$ cat src/rtl/shift_pkg.sv
// Shared types for the PISO serializer: shift direction and controller state.
package shift_pkg;

  typedef enum logic {
    SHIFT_LEFT  = 1'b0,
    SHIFT_RIGHT = 1'b1
  } shift_dir_t;

  typedef enum logic {
    ST_IDLE  = 1'b0,
    ST_SHIFT = 1'b1
  } shift_state_t;

endpackage

$ cat src/rtl/shift_bit_counter.sv
// Loadable down-counter with zero flag; holds at zero instead of wrapping.
module shift_bit_counter #(
  parameter int unsigned WIDTH = 5
) (
  input  logic             clk,
  input  logic             rst,
  input  logic             load,
  input  logic [WIDTH-1:0] load_val,
  input  logic             dec,
  output logic             zero
);

  logic [WIDTH-1:0] count;

  always_ff @(posedge clk) begin
    if (rst) begin
      count <= '0;
    end else if (load) begin
      count <= load_val;
    end else if (dec && (count != '0)) begin
      count <= count - 1'b1;
    end
  end

  assign zero = (count == '0);

endmodule

$ cat src/rtl/shift_register_piso.sv
// Parallel-in/serial-out shift register: loads a word, then streams it one bit
// per clock, MSB-first (left) or LSB-first (right), with o_valid per bit.
module shift_register_piso
  import shift_pkg::*;
#(
  parameter int unsigned BUS_WIDTH = 32
) (
  input  logic                 clk,
  input  logic                 rst,
  input  logic                 i_ld_data,
  input  logic                 i_sht_lr,
  input  logic [BUS_WIDTH-1:0] i_reg_data,
  output logic                 o_busy,
  output logic                 o_shift,
  output logic                 o_valid
);

  localparam int unsigned CW = $clog2(BUS_WIDTH);
  localparam logic [CW-1:0] LAST_IDX = CW'(BUS_WIDTH - 1);

  shift_state_t         state;
  shift_dir_t           dir;
  logic [BUS_WIDTH-1:0] data_q;
  logic                 cnt_load;
  logic                 cnt_dec;
  logic                 cnt_zero;

  assign cnt_load = (state == ST_IDLE) && i_ld_data;
  assign cnt_dec  = (state == ST_SHIFT);

  shift_bit_counter #(
    .WIDTH (CW)
  ) u_cnt (
    .clk      (clk),
    .rst      (rst),
    .load     (cnt_load),
    .load_val (LAST_IDX),
    .dec      (cnt_dec),
    .zero     (cnt_zero)
  );

  // data_q keeps the presented bit at its edge; the next bit sits one position inward.
  always_ff @(posedge clk) begin
    if (rst) begin
      state   <= ST_IDLE;
      dir     <= SHIFT_LEFT;
      data_q  <= '0;
      o_busy  <= 1'b0;
      o_valid <= 1'b0;
      o_shift <= 1'b0;
    end else if (state == ST_IDLE) begin
      if (i_ld_data) begin
        state   <= ST_SHIFT;
        dir     <= shift_dir_t'(i_sht_lr);
        data_q  <= i_reg_data;
        o_busy  <= 1'b1;
        o_valid <= 1'b1;
        o_shift <= i_sht_lr ? i_reg_data[0] : i_reg_data[BUS_WIDTH-1];
      end
    end else begin
      if (cnt_zero) begin
        state   <= ST_IDLE;
        data_q  <= '0;
        o_busy  <= 1'b0;
        o_valid <= 1'b0;
        o_shift <= 1'b0;
      end else if (dir == SHIFT_LEFT) begin
        o_shift <= data_q[BUS_WIDTH-2];
        data_q  <= {data_q[BUS_WIDTH-2:0], 1'b0};
      end else begin
        o_shift <= data_q[1];
        data_q  <= {1'b0, data_q[BUS_WIDTH-1:1]};
      end
    end
  end

endmodule

$ cat config.mk
export PLATFORM = sky130hd
export DESIGN_NAME = shift_register_piso
export DESIGN_NICKNAME = d
export VERILOG_FILES = /design/src/rtl/shift_pkg.sv /design/src/rtl/shift_bit_counter.sv /design/src/rtl/shift_register_piso.sv
export SDC_FILE = /design/constraint.sdc
export NUM_CORES = 1
export LEC_CHECK = 0
export CORE_ASPECT_RATIO = 1.5
export CORE_MARGIN = 2
export CORE_UTILIZATION = 53
export CTS_BUF_LIST = sky130_fd_sc_hd__clkbuf_16
export CTS_CLUSTER_SIZE = 28
export DETAILED_ROUTE_END_ITERATION = 6
export MAX_ROUTING_LAYER = met4
export PLACE_DENSITY = 0.78
export SYNTH_ARGS = -nofsm -noshare
export SYNTH_HDL_FRONTEND = slang
export SYNTH_SLANG_ARGS = --single-unit
export TNS_END_PERCENT = 5
$ cat constraint.sdc
create_clock -name clk -period 1.85 [get_ports clk]
set_input_delay 0.555 -clock clk [delete_from_list [all_inputs] [get_ports clk]]
set_output_delay 0.555 -clock clk [all_outputs]
set_load 0.01 [all_outputs]
==> qor.csv, run 1 <==
metric;value;unit
die area;5010;µm²
post-synthesis sequential area ratio;0.348;
required time worst endpoint;1.29;ns
largest net degree at the start of global routing;36;
PwrDens;838;nW/µm²
FF+latch count, synth;41;
critical path arrival;1.17;ns
Antenna Cells;0;
Mapped Cells;265;
Slowest Stage Delay on Critical Path;0.55;ns
WL per Instance;15.3;µm
Die X-Extent;58.4;µm
first-pass GRT wire length;8.85;mm
GRT Util Overall;0.226;
Avg Cell Area, Syn;8.89;µm²
initial antenna violation count;0;
drt initial violations;76;
skew final;0.00198;ns
area leader, netlist;dfxtp_1;
post-synthesis adder-cell area fraction;0.00531;
crit-path leading delay family;buffers and inverters;
highest-delay cell along the critical path;clkdlybuf4s50_1;
TNS Setup;0;ns
Compound-Gate Fraction of Synth Area;0.263;
dpl ws;0.0140;ns
count of input and output buffers;38;
Cell Area, Placed;2790;µm²
CP endpoint kind;output port;
HPWL Detailed;3.43;mm
Synth Area in XOR/XNOR;0;
most common cell after layout, fill and taps aside;dfxtp_1;
crit-path max FO;3;
P&R area growth vs syn;24.2;%
status;finished clean;
Slew HR;0.714;
post-synthesis cell type count;36;
Root Buffer;clkbuf_16;
HP Class;reg2reg;
clk buf depth;2;
share of the synthesized area in the top cell type;0.348;
RSZ-0062 raised after global routing;no;
CP Launch Type;register;
Die Ht;85.7;µm
fraction of layout cells with a size suffix above 1;0.162;
I/O pin count;39;
post_cts resized;0;
final WL;5.23;mm
Slew Viols, Final;0;
DRT Pass-1 Iters;4;
most frequent cells in the layout;40 x dfxtp_1, 38 x inv_1, 38 x clkdlybuf4s50_1, 36 x a21oi_1, 32 x mux2i_1;
clk slew on worst S/H paths;0.06;ns
Initial Util;0.555;
core area;4250;µm²
fmax;0.579;GHz
Synth Net Count;302;
max-cap viol count;0;
mux cell area share after synthesis;0.136;
Final WS setup;0.122;ns
final setup fails;0;
min cycle time layout;1.73;ns
Sink Count;41;
H-tree Lvls;2;
DRT antenna net count;0;
synthesized area;2360;µm²
Yosys Warn Count;0;
TritonCTS clock tree;done;
largest family of logic cells by synthesized area;compound AO/OA/AOI/OAI gates;
Fin. Hold Viols;0;
total CTS buffers;5;
Cells after DPL;334;
Buf/Inv on CP;1;
crit path kind;reg2out;
CTS Hold Buffers Added;0;
DRC violations left;0;
synth top area cells;dfxtp_1 35%, mux2i_1 14%, o221a_2 12%;
Max IR drop VDD;0.00117;V
GRT overflow;0;
worst path cell trace;clkdlybuf4s50_1;
design area;2930;µm²
nets@finish;332;
post-route insts no fill;342;
period utilization;0.934;
via count;2074;
Slew @ Worst Pin;0.418;ns
Site Rows;29;
Synth Area in Simple Gates;0.119;
Via-to-Cell Ratio;6.06;
vias in the first global route;2084;
post-CTS setup buffer count;0;
Pleak;1.18;nW
worst-skew pair later-pin latency;0.27;ns
GPL Wtd Cong;0.849;
Final Total Pwr;2.45;mW
[flip-flops by register name, summed over array words and instances (netlist names)]
| name | cells |
|---|---|
| cnt_dec | 1 |
| data_q | 32 |
| dir | 1 |
| o_shift | 1 |
| o_valid | 1 |
| u_cnt.count | 5 |
[where the power goes]
part	switching [mW]	internal, mW	leakage [nW]
logic	0.278	0.313	0.763
clock network	0.320	0.485	0.0776
registers	0.0837	0.974	0.341
total	0.682	1.77	1.18
[synth_stat cells]
cell,number
nand4b_1,1
nor4b_1,1
buf_4,4
nor4_1,1
o221a_1,6
inv_1,35
nand2_1,3
a2111oi_0,1
o21ai_0,2
buf_6,5
nand3_1,2
a31o_2,1
a21oi_1,36
clkbuf_2,1
or2_1,1
o21a_1,1
o221a_2,25
buf_2,5
nor3_1,30
a31oi_1,2
o22ai_1,1
mux2i_1,32
or4bb_2,1
nor2_1,3
or4b_4,1
o41ai_1,1
clkbuf_1,13
ha_1,1
clkinv_1,1
o2111a_1,1
o211a_1,1
nor4b_4,1
o211ai_1,1
dfxtp_1,41
and2_1,1
nor2b_1,2
[metrics by stage]
stage / util / hold WS, ns
2_1_floorplan: - / 0.472
3_3_place_gp: 0.657 / 0.482
3_5_place_dp: 0.657 / 0.484
4_1_cts: 0.689 / 0.499
5_1_grt: 0.689 / 0.516
6_report: 0.689 / 0.499
[area by class of cell]
cell class                 instances  area (µm²)
fill                             343        1320
multi-input combinational        160        1230
sequential                        41         822
timing repair buffer              51         541
inverter                          36         135
clock buffer                       5         125
tap                               46        57.6
clock inverter                     3        11.3
[per-layer routing]
metal	part of all wire	GRT usage	vias to the layer above
li1	-	-	1029
met1	0.42	0.258	974
met2	0.51	0.383	57
met3	0.045	0.0317	14
met4	0.023	0.106	0
met5	0	-	-
[kinds of logic after synthesis]
family,count (synthesis)
compound gates,79
simple gates,48
flops,41
fa+ha+maj,1
buf+inv,64
mux,32
[path summary, 6_finish.rpt]
path / start / end / slack [ns] / cells after the start
worst max-delay path: o_valid$_SDFFE_PP0P_ / o_busy / 0.12 / 1
worst min-delay path: o_valid$_SDFFE_PP0P_ / o_valid$_SDFFE_PP0P_ / 0.50 / 2
worst min register to register: o_valid$_SDFFE_PP0P_ / o_valid$_SDFFE_PP0P_ / 0.50 / 2
worst max register to register: u_cnt.count[0]$_SDFFE_PP0P_ / u_cnt.count[0]$_SDFFE_PP0P_ / 0.12 / 6
Power figures use the tool's default switching activity.
==> run 2, diff against run 1 <==
--- a/config.mk
+++ b/config.mk
@@ -5,14 +5,17 @@
 export SDC_FILE = /design/constraint.sdc
 export NUM_CORES = 1
 export LEC_CHECK = 0
+export ABC_AREA = 1
+export CELL_PAD_IN_SITES_DETAIL_PLACEMENT = 1
+export CELL_PAD_IN_SITES_GLOBAL_PLACEMENT = 2
 export CORE_ASPECT_RATIO = 1.5
 export CORE_MARGIN = 2
-export CORE_UTILIZATION = 53
+export CORE_UTILIZATION = 28
 export CTS_BUF_LIST = sky130_fd_sc_hd__clkbuf_16
 export CTS_CLUSTER_SIZE = 28
 export DETAILED_ROUTE_END_ITERATION = 6
 export MAX_ROUTING_LAYER = met4
-export PLACE_DENSITY = 0.78
+export PLACE_DENSITY = 0.79
 export SYNTH_ARGS = -nofsm -noshare
 export SYNTH_HDL_FRONTEND = slang
 export SYNTH_SLANG_ARGS = --single-unit
==> qor.csv, run 2 <==
metric;value;unit;change
most frequent cells in the layout;122 x nand2_1, 69 x o21ai_0, 41 x dfxtp_1, 38 x a21oi_1, 38 x clkdlybuf4s50_1;;
P&R area growth vs syn;31.1;%;
fmax;0.578;GHz;-0.11%
Pleak;1.14;nW;-3.4%
vias in the first global route;2414;;+16%
worst-skew pair later-pin latency;0.29;ns;+0.02 ns
CP Launch Type;register;;
TNS Setup;0;ns;unchanged
core area;7560;µm²;+78%
skew final;0.00597;ns;+0.00398 ns
DRC violations left;0;;unchanged
most common cell after layout, fill and taps aside;nand2_1;;
drt initial violations;146;;+92%
period utilization;0.935;;+0.00102
WL per Instance;14.5;µm;-5.2%
Met2 Wirelength;3.51;mm;+32%
status;finished clean;;
DRT Pass-1 Iters;4;;unchanged
Max IR drop VDD;0.000382;V;-68%
most frequent cell after synthesis;nand2_1;;
GRT Util Overall;0.182;;-0.0445
synth top area cells;dfxtp_1 38%, nand2_1 21%, o21ai_0 16%;;
Mapped Cells;336;;+27%
highest-delay cell along the critical path;clkdlybuf4s50_1;;
Final WS setup;0.120;ns;-0.00189 ns
FF+latch count, synth;41;;unchanged
Switching Share;0.292;;+0.0139
Crit Reg-Reg Startpoint;u_cnt.count[0]$_SDFFE_PP0P_;;
synthesized area;2150;µm²;-8.6%
clk buf depth;2;;unchanged
area leader, netlist;dfxtp_1;;
HPWL Detailed;4.35;mm;+27%
clk slew on worst S/H paths;0.06;ns;about the same
Antenna Cells;0;;unchanged
R2R setup slack;0.36;ns;+0.24 ns
Site Rows;39;;+34%
initial antenna violation count;0;;unchanged
Slowest Stage Delay on Critical Path;0.54;ns;about the same
Combinational Power Share;0.215;;-0.026
Root Buffer;clkbuf_16;;
synth cell count leaders;122 x nand2_1, 69 x o21ai_0, 41 x dfxtp_1;;
post-synthesis cell type count;21;;-42%
GPL Wtd Cong;0.776;;-8.5%
Via-to-Cell Ratio;4.95;;-18%
Critical path origin;o_valid$_SDFFE_PP0P_;;
final setup fails;0;;unchanged
met3 WL;154;µm;-34%
uppermost layer routed;met4;;
final WL;6.81;mm;+30%
hold wc startpoint;o_valid$_SDFFE_PP0P_;;
Hold WS;0.476;ns;-0.0233 ns
worst r2r dst;data_q[26]$_SDFFE_PP0P_;;
crit path kind;reg2out;;
Sink Count;41;;unchanged
Synth Net Count;373;;+24%
Async SR Flop Fraction;0;;unchanged
dpl ws;0.0105;ns;-0.00347 ns
RSZ-0062 raised after global routing;no;;
CTS Hold Buffers Added;0;;unchanged
max-cap viol count;0;;unchanged
sw power;0.761;mW;+12%
Buf/Inv on CP;1;;unchanged
TritonCTS clock tree;done;;
Top reg by flops;data_q;;
DRT antenna net count;0;;unchanged
first-pass GRT wire length;11.6;mm;+31%
share of the synthesized area in the top cell type;0.381;;+0.0328
max reg flops;32;;unchanged
post-CTS setup buffer count;0;;unchanged
total CTS buffers;5;;unchanged
die area;8420;µm²;+68%
GRT overflow;0;;unchanged
count of input and output buffers;38;;unchanged
part of the power in registers;0.399;;-0.032
fraction of layout cells with a size suffix above 1;0.0598;;-0.102
required time worst endpoint;1.29;ns;about the same
I/O pin count;39;;unchanged
PwrDens;923;nW/µm²;+10%
Die Ht;111;µm;+30%
Most used DFF post-synth;dfxtp_1;;
worst reg2reg path depth;8;;+2
worst setup path end;o_valid;;
Avg Cell Area, Syn;6.41;µm²;-28%
largest registers;data_q x32, u_cnt.count x5;;
largest net degree at the start of global routing;37;;+2.8%
post-route insts no fill;470;;+37%
Slew HR;0.618;;-0.0960
Final Total Pwr;2.61;mW;+6.3%
Cells after DPL;462;;+38%
critical path arrival;1.17;ns;about the same
post-synthesis sequential area ratio;0.381;;+0.0328
crit-path max FO;3;;unchanged
nets@finish;404;;+22%
Levels on crit path;1;;unchanged
Initial Util;0.285;;-0.270
min cycle time layout;1.73;ns;+0.00189 ns
Slew Viols, Final;0;;unchanged
CP endpoint kind;output port;;
clock share of power;0.386;;+0.058
Yosys Warn Count;0;;unchanged
Fin. Hold Viols;0;;unchanged
worst path cell trace;clkdlybuf4s50_1;;
H-tree Lvls;2;;unchanged
Post-synth EDFFs;0;;unchanged
post_cts resized;0;;unchanged
Die X-Extent;75.6;µm;+29%
HP Class;reg2reg;;
Power Internal;1.85;mW;+4.2%
met1 wire length;3.05;mm;+38%
via count;2325;;+12%
crit-path leading delay family;buffers and inverters;;
Slew @ Worst Pin;0.572;ns;+0.154 ns
-- run 2: changes by cell type after synthesis, sizes merged, moves of 4 or more --
cell    previous run  this run
nand2              3       124
nor3              30         1
inv               35        15
o21ai              2        75
nand4              0         4
clkbuf            14         9
o221a             31         0
nand3              2         8
mux2i             32         0
-- run 2: through the flow --
| step | cell area [µm²] | utilization |
|---|---|---|
| after floorplan | 2150 | - |
| after global placement | 2660 | 0.351 |
| after detailed placement | 2660 | 0.351 |
| after CTS | 2820 | 0.373 |
| after global routing | 2820 | 0.373 |
| final | 2820 | 0.373 |
-- run 2: power by group through the flow --
stage	registers, mW	clock network, mW	logic, mW
3_3_place_gp	1.06	0	0.557
3_5_place_dp	1.06	0	0.567
4_1_cts	1.04	1.04	0.569
2_1_floorplan	1.04	0	0.359
6_report	1.04	1.01	0.560
5_1_grt	1.05	1.08	0.635
-- run 2: worst min-delay path by stage --
stage / endpoint / slack (ns) / depth (start not counted)
2_1_floorplan: u_cnt.count[1]$_SDFFE_PP0P_ / 0.45 / 2
4_1_cts: o_valid$_SDFFE_PP0P_ / 0.48 / 2
3_3_place_gp: o_valid$_SDFFE_PP0P_ / 0.47 / 2
6_report: o_valid$_SDFFE_PP0P_ / 0.48 / 2
5_1_grt: u_cnt.count[1]$_SDFFE_PP0P_ / 0.51 / 2
3_5_place_dp: o_valid$_SDFFE_PP0P_ / 0.47 / 2
-- run 2: layer usage --
metal,vias to the layer above,track usage
li1,1175,-
met1,1124,0.218
met2,20,0.304
met3,6,0.0335
met4,0,0.0526
met5,-,-
-- run 2: kinds of logic after synthesis --
kind of cell | Yosys count | synth area share
AND/OR/NAND/NOR | 142 | 0.264
AO/OA/AOI/OAI | 114 | 0.266
flip-flops | 41 | 0.381
buffers and inverters | 38 | 0.0825
adder cells (fa/ha/maj) | 1 | 0.00581
-- run 2: final cells by class --
| cell class | instances | area [µm²] |
|---|---|---|
| inverter | 15 | 56.3 |
| multi-input combinational | 257 | 1150 |
| clock inverter | 3 | 41.3 |
| timing repair buffer | 47 | 498 |
| fill | 982 | 4740 |
| sequential | 41 | 821 |
| tap | 102 | 128 |
| clock buffer | 5 | 125 |
==> run 3, diff against run 2 <==
--- a/config.mk
+++ b/config.mk
@@ -16,6 +16,7 @@
 export DETAILED_ROUTE_END_ITERATION = 6
 export MAX_ROUTING_LAYER = met4
 export PLACE_DENSITY = 0.79
+export SKIP_LAST_GASP = 1
 export SYNTH_ARGS = -nofsm -noshare
 export SYNTH_HDL_FRONTEND = slang
 export SYNTH_SLANG_ARGS = --single-unit
==> constraint.sdc (replaced) <==
create_clock -name clk -period 1.7 [get_ports clk]
set_input_delay 0.51 -clock clk [delete_from_list [all_inputs] [get_ports clk]]
set_output_delay 0.51 -clock clk [all_outputs]
set_load 0.01 [all_outputs]
==> qor.csv, run 3 (synthesis results as in run 2) <==
metric;value;unit;change
Root Buffer;clkbuf_16;;
Slowest Stage Delay on Critical Path;0.53;ns;about the same
RSZ-0062 raised after global routing;yes;;
part of the power in registers;0.430;;+0.031
drt initial violations;84;;-42%
Buf/Inv on CP;1;;unchanged
highest-delay cell along the critical path;clkdlybuf4s50_1;;
HP Class;reg2reg;;
Most Used Layer, Global Route;met2;;
worst r2r dst;data_q[16]$_SDFFE_PP0P_;;
M3 GR Usage;0.0226;;-0.0109
fraction of layout cells with a size suffix above 1;0.0672;;+0.00742
initial antenna violation count;0;;unchanged
DRT antenna net count;0;;unchanged
Fin. Hold Viols;0;;unchanged
crit-path max FO;3;;unchanged
largest net degree at the start of global routing;37;;unchanged
vias in the first global route;2415;;+0.041%
WL per Instance;13.9;µm;-3.8%
hold path depth;2;;unchanged
min cycle time layout;1.66;ns;
GPL Wtd Cong;0.747;;-3.8%
crit-path leading delay family;buffers and inverters;;
DRC violations left;0;;unchanged
R2R setup slack;0.23;ns;-0.13 ns
critical path arrival;1.15;ns;-0.02 ns
Initial Util;0.285;;unchanged
Slew @ Worst Pin;0.559;ns;-0.0136 ns
CP Launch Type;register;;
Antenna Cells;0;;unchanged
Switching Share;0.298;;+0.00605
I/O pin count;39;;unchanged
worst reg2reg path depth;8;;unchanged
TritonCTS clock tree;done;;
Final Total Pwr;2.64;mW;+1.2%
Cells after DPL;467;;+1.1%
H-tree Lvls;2;;unchanged
via count;2298;;-1.2%
final setup fails;0;;unchanged
crit path kind;reg2out;;
Slew HR;0.627;;+0.00906
CP endpoint kind;output port;;
worst path cell trace;clkdlybuf4s50_1;;
Slew Viols, Final;0;;unchanged
Sink Count;41;;unchanged
post-route insts no fill;474;;+0.85%
Top reg by flops;data_q;;
fmax;0.603;GHz;
Fill cells;980;;-0.20%
worst-skew pair later-pin latency;0.28;ns;about the same
GRT Util Overall;0.175;;-0.00688
PwrDens;936;nW/µm²;+1.4%
max reg flops;32;;unchanged
Pleak;1.17;nW;+2.1%
met1 layer usage reported by global route;0.220;;+0.00211
final WL;6.61;mm;-2.9%
sw power;0.786;mW;+3.3%
Die X-Extent;75.6;µm;unchanged
first-pass GRT wire length;11.5;mm;-1.1%
Multi-input gate area;1150;µm²;unchanged
most frequent cells in the layout;122 x nand2_1, 69 x o21ai_0, 41 x dfxtp_1, 38 x a21oi_1, 37 x clkdlybuf4s50_1;;
total CTS buffers;5;;unchanged
largest registers;data_q x32, u_cnt.count x5;;
die area;8420;µm²;unchanged
CTS Hold Buffers Added;0;;unchanged
required time worst endpoint;1.19;ns;-0.10 ns
clk slew on worst S/H paths;0.06;ns;about the same
P&R area growth vs syn;30.9;%;
GRT overflow;0;;unchanged
most common cell after layout, fill and taps aside;nand2_1;;
core area;7560;µm²;unchanged
Die Ht;111;µm;unchanged
Max IR drop VDD;0.000408;V;+6.9%
max-cap viol count;0;;unchanged
count of input and output buffers;38;;unchanged
Crit Reg-Reg Startpoint;u_cnt.count[0]$_SDFFE_PP0P_;;
HPWL Detailed;4.48;mm;+3.0%
Via-to-Cell Ratio;4.85;;-2.0%
Site Rows;39;;unchanged
Endpoint, Worst Hold;o_valid$_SDFFE_PP0P_;;
status;finished clean;;
clk buf depth;2;;unchanged
Power Internal;1.85;mW;+0.33%
Combinational Power Share;0.231;;+0.016
DRT Pass-1 Iters;4;;unchanged
hold wc startpoint;o_valid$_SDFFE_PP0P_;;
skew final;0.00393;ns;-0.00203 ns
period utilization;0.975;;
GR Util met2;0.291;;-0.0133
nets@finish;409;;+1.2%
register area;821;µm²;unchanged
clock share of power;0.339;;-0.047
==> run 3: changes by cell type in the layout (fill, tap and decap cells not counted) <==
cell,before,now
dlymetal6s2s_1,0,1
clkdlybuf4s50_1,38,37
inv_1,12,13
clkinvlp_4,1,0
buf_4,5,11
buf_12,4,3
bufinv_16,1,0
==> run 3: worst reg2reg max path, delay by kind of cell (launching register included) <==
| kind | cells | cell delay [ns] |
|---|---|---|
| adders and majority gates | 1 | 0.26 |
| and+or+nand+nor | 3 | 0.33 |
| AOI/OAI and AO/OA | 1 | 0.14 |
| DFF | 1 | 0.33 |
| buffers and inverters | 3 | 0.35 |
==> run 3: area by class of cell <==
| class | instances | share of cell area |
|---|---|---|
| Inverter | 15 | 0.0200 |
| Clock buffer | 5 | 0.0444 |
| Sequential cell | 41 | 0.291 |
| Clock inverter | 2 | 0.00266 |
| Multi-Input combinational cell | 257 | 0.410 |
| Tap cell | 102 | 0.0453 |
| Timing Repair Buffer | 52 | 0.187 |
==> run 3: what timing repair did <==
| action | in CTS | in global routing |
|---|---|---|
| setup endpoints to repair | 0 | 2 |
| resized for setup | 0 | 1 |
| buffers inserted | 0 | 0 |
==> run 3: power by group through the flow <==
stage | Combinational (mW) | Clock, mW | Sequential (mW)
final | 0.610 | 0.894 | 1.13
after global routing | 0.703 | 0.968 | 1.15
after CTS | 0.623 | 0.936 | 1.14
after detailed placement | 0.619 | 0 | 1.15
after global placement | 0.611 | 0 | 1.15
after floorplan | 0.390 | 0 | 1.13
==> run 3: worst max-delay path by stage <==
| stage | startpoint | endpoint | depth (start not counted) |
|---|---|---|---|
| 2_1_floorplan | u_cnt.count[0]$_SDFFE_PP0P_ | data_q[4]$_SDFFE_PP0P_ | 8 |
| 3_3_place_gp | i_ld_data | data_q[11]$_SDFFE_PP0P_ | 6 |
| 3_5_place_dp | i_ld_data | data_q[4]$_SDFFE_PP0P_ | 5 |
| 4_1_cts | o_valid$_SDFFE_PP0P_ | o_valid | 1 |
| 5_1_grt | o_valid$_SDFFE_PP0P_ | o_busy | 1 |
| 6_report | o_valid$_SDFFE_PP0P_ | o_busy | 1 |
==> run 3: metrics by stage <==
step / TNS, ns / hold slack [ns] / util / area, µm² / setup slack, ns
finish: 0 / 0.472 / 0.373 / 2820 / 0.0425
global route: -0.00427 / 0.512 / 0.373 / 2820 / -0.00427
CTS: 0 / 0.481 / 0.372 / 2820 / 0.0144
detailed placement: -0.847 / 0.474 / 0.355 / 2680 / -0.0807
global placement: -0.323 / 0.462 / 0.355 / 2680 / -0.0817
floorplan: 0 / 0.451 / - / 2150 / 0.486
==> run 3: metal layers <==
layer / vias to the layer above / share of wire
met4: 0 / 0.0077
met1: 1100 / 0.46
met3: 2 / 0.020
met2: 19 / 0.51
met5: - / 0
li1: 1177 / -
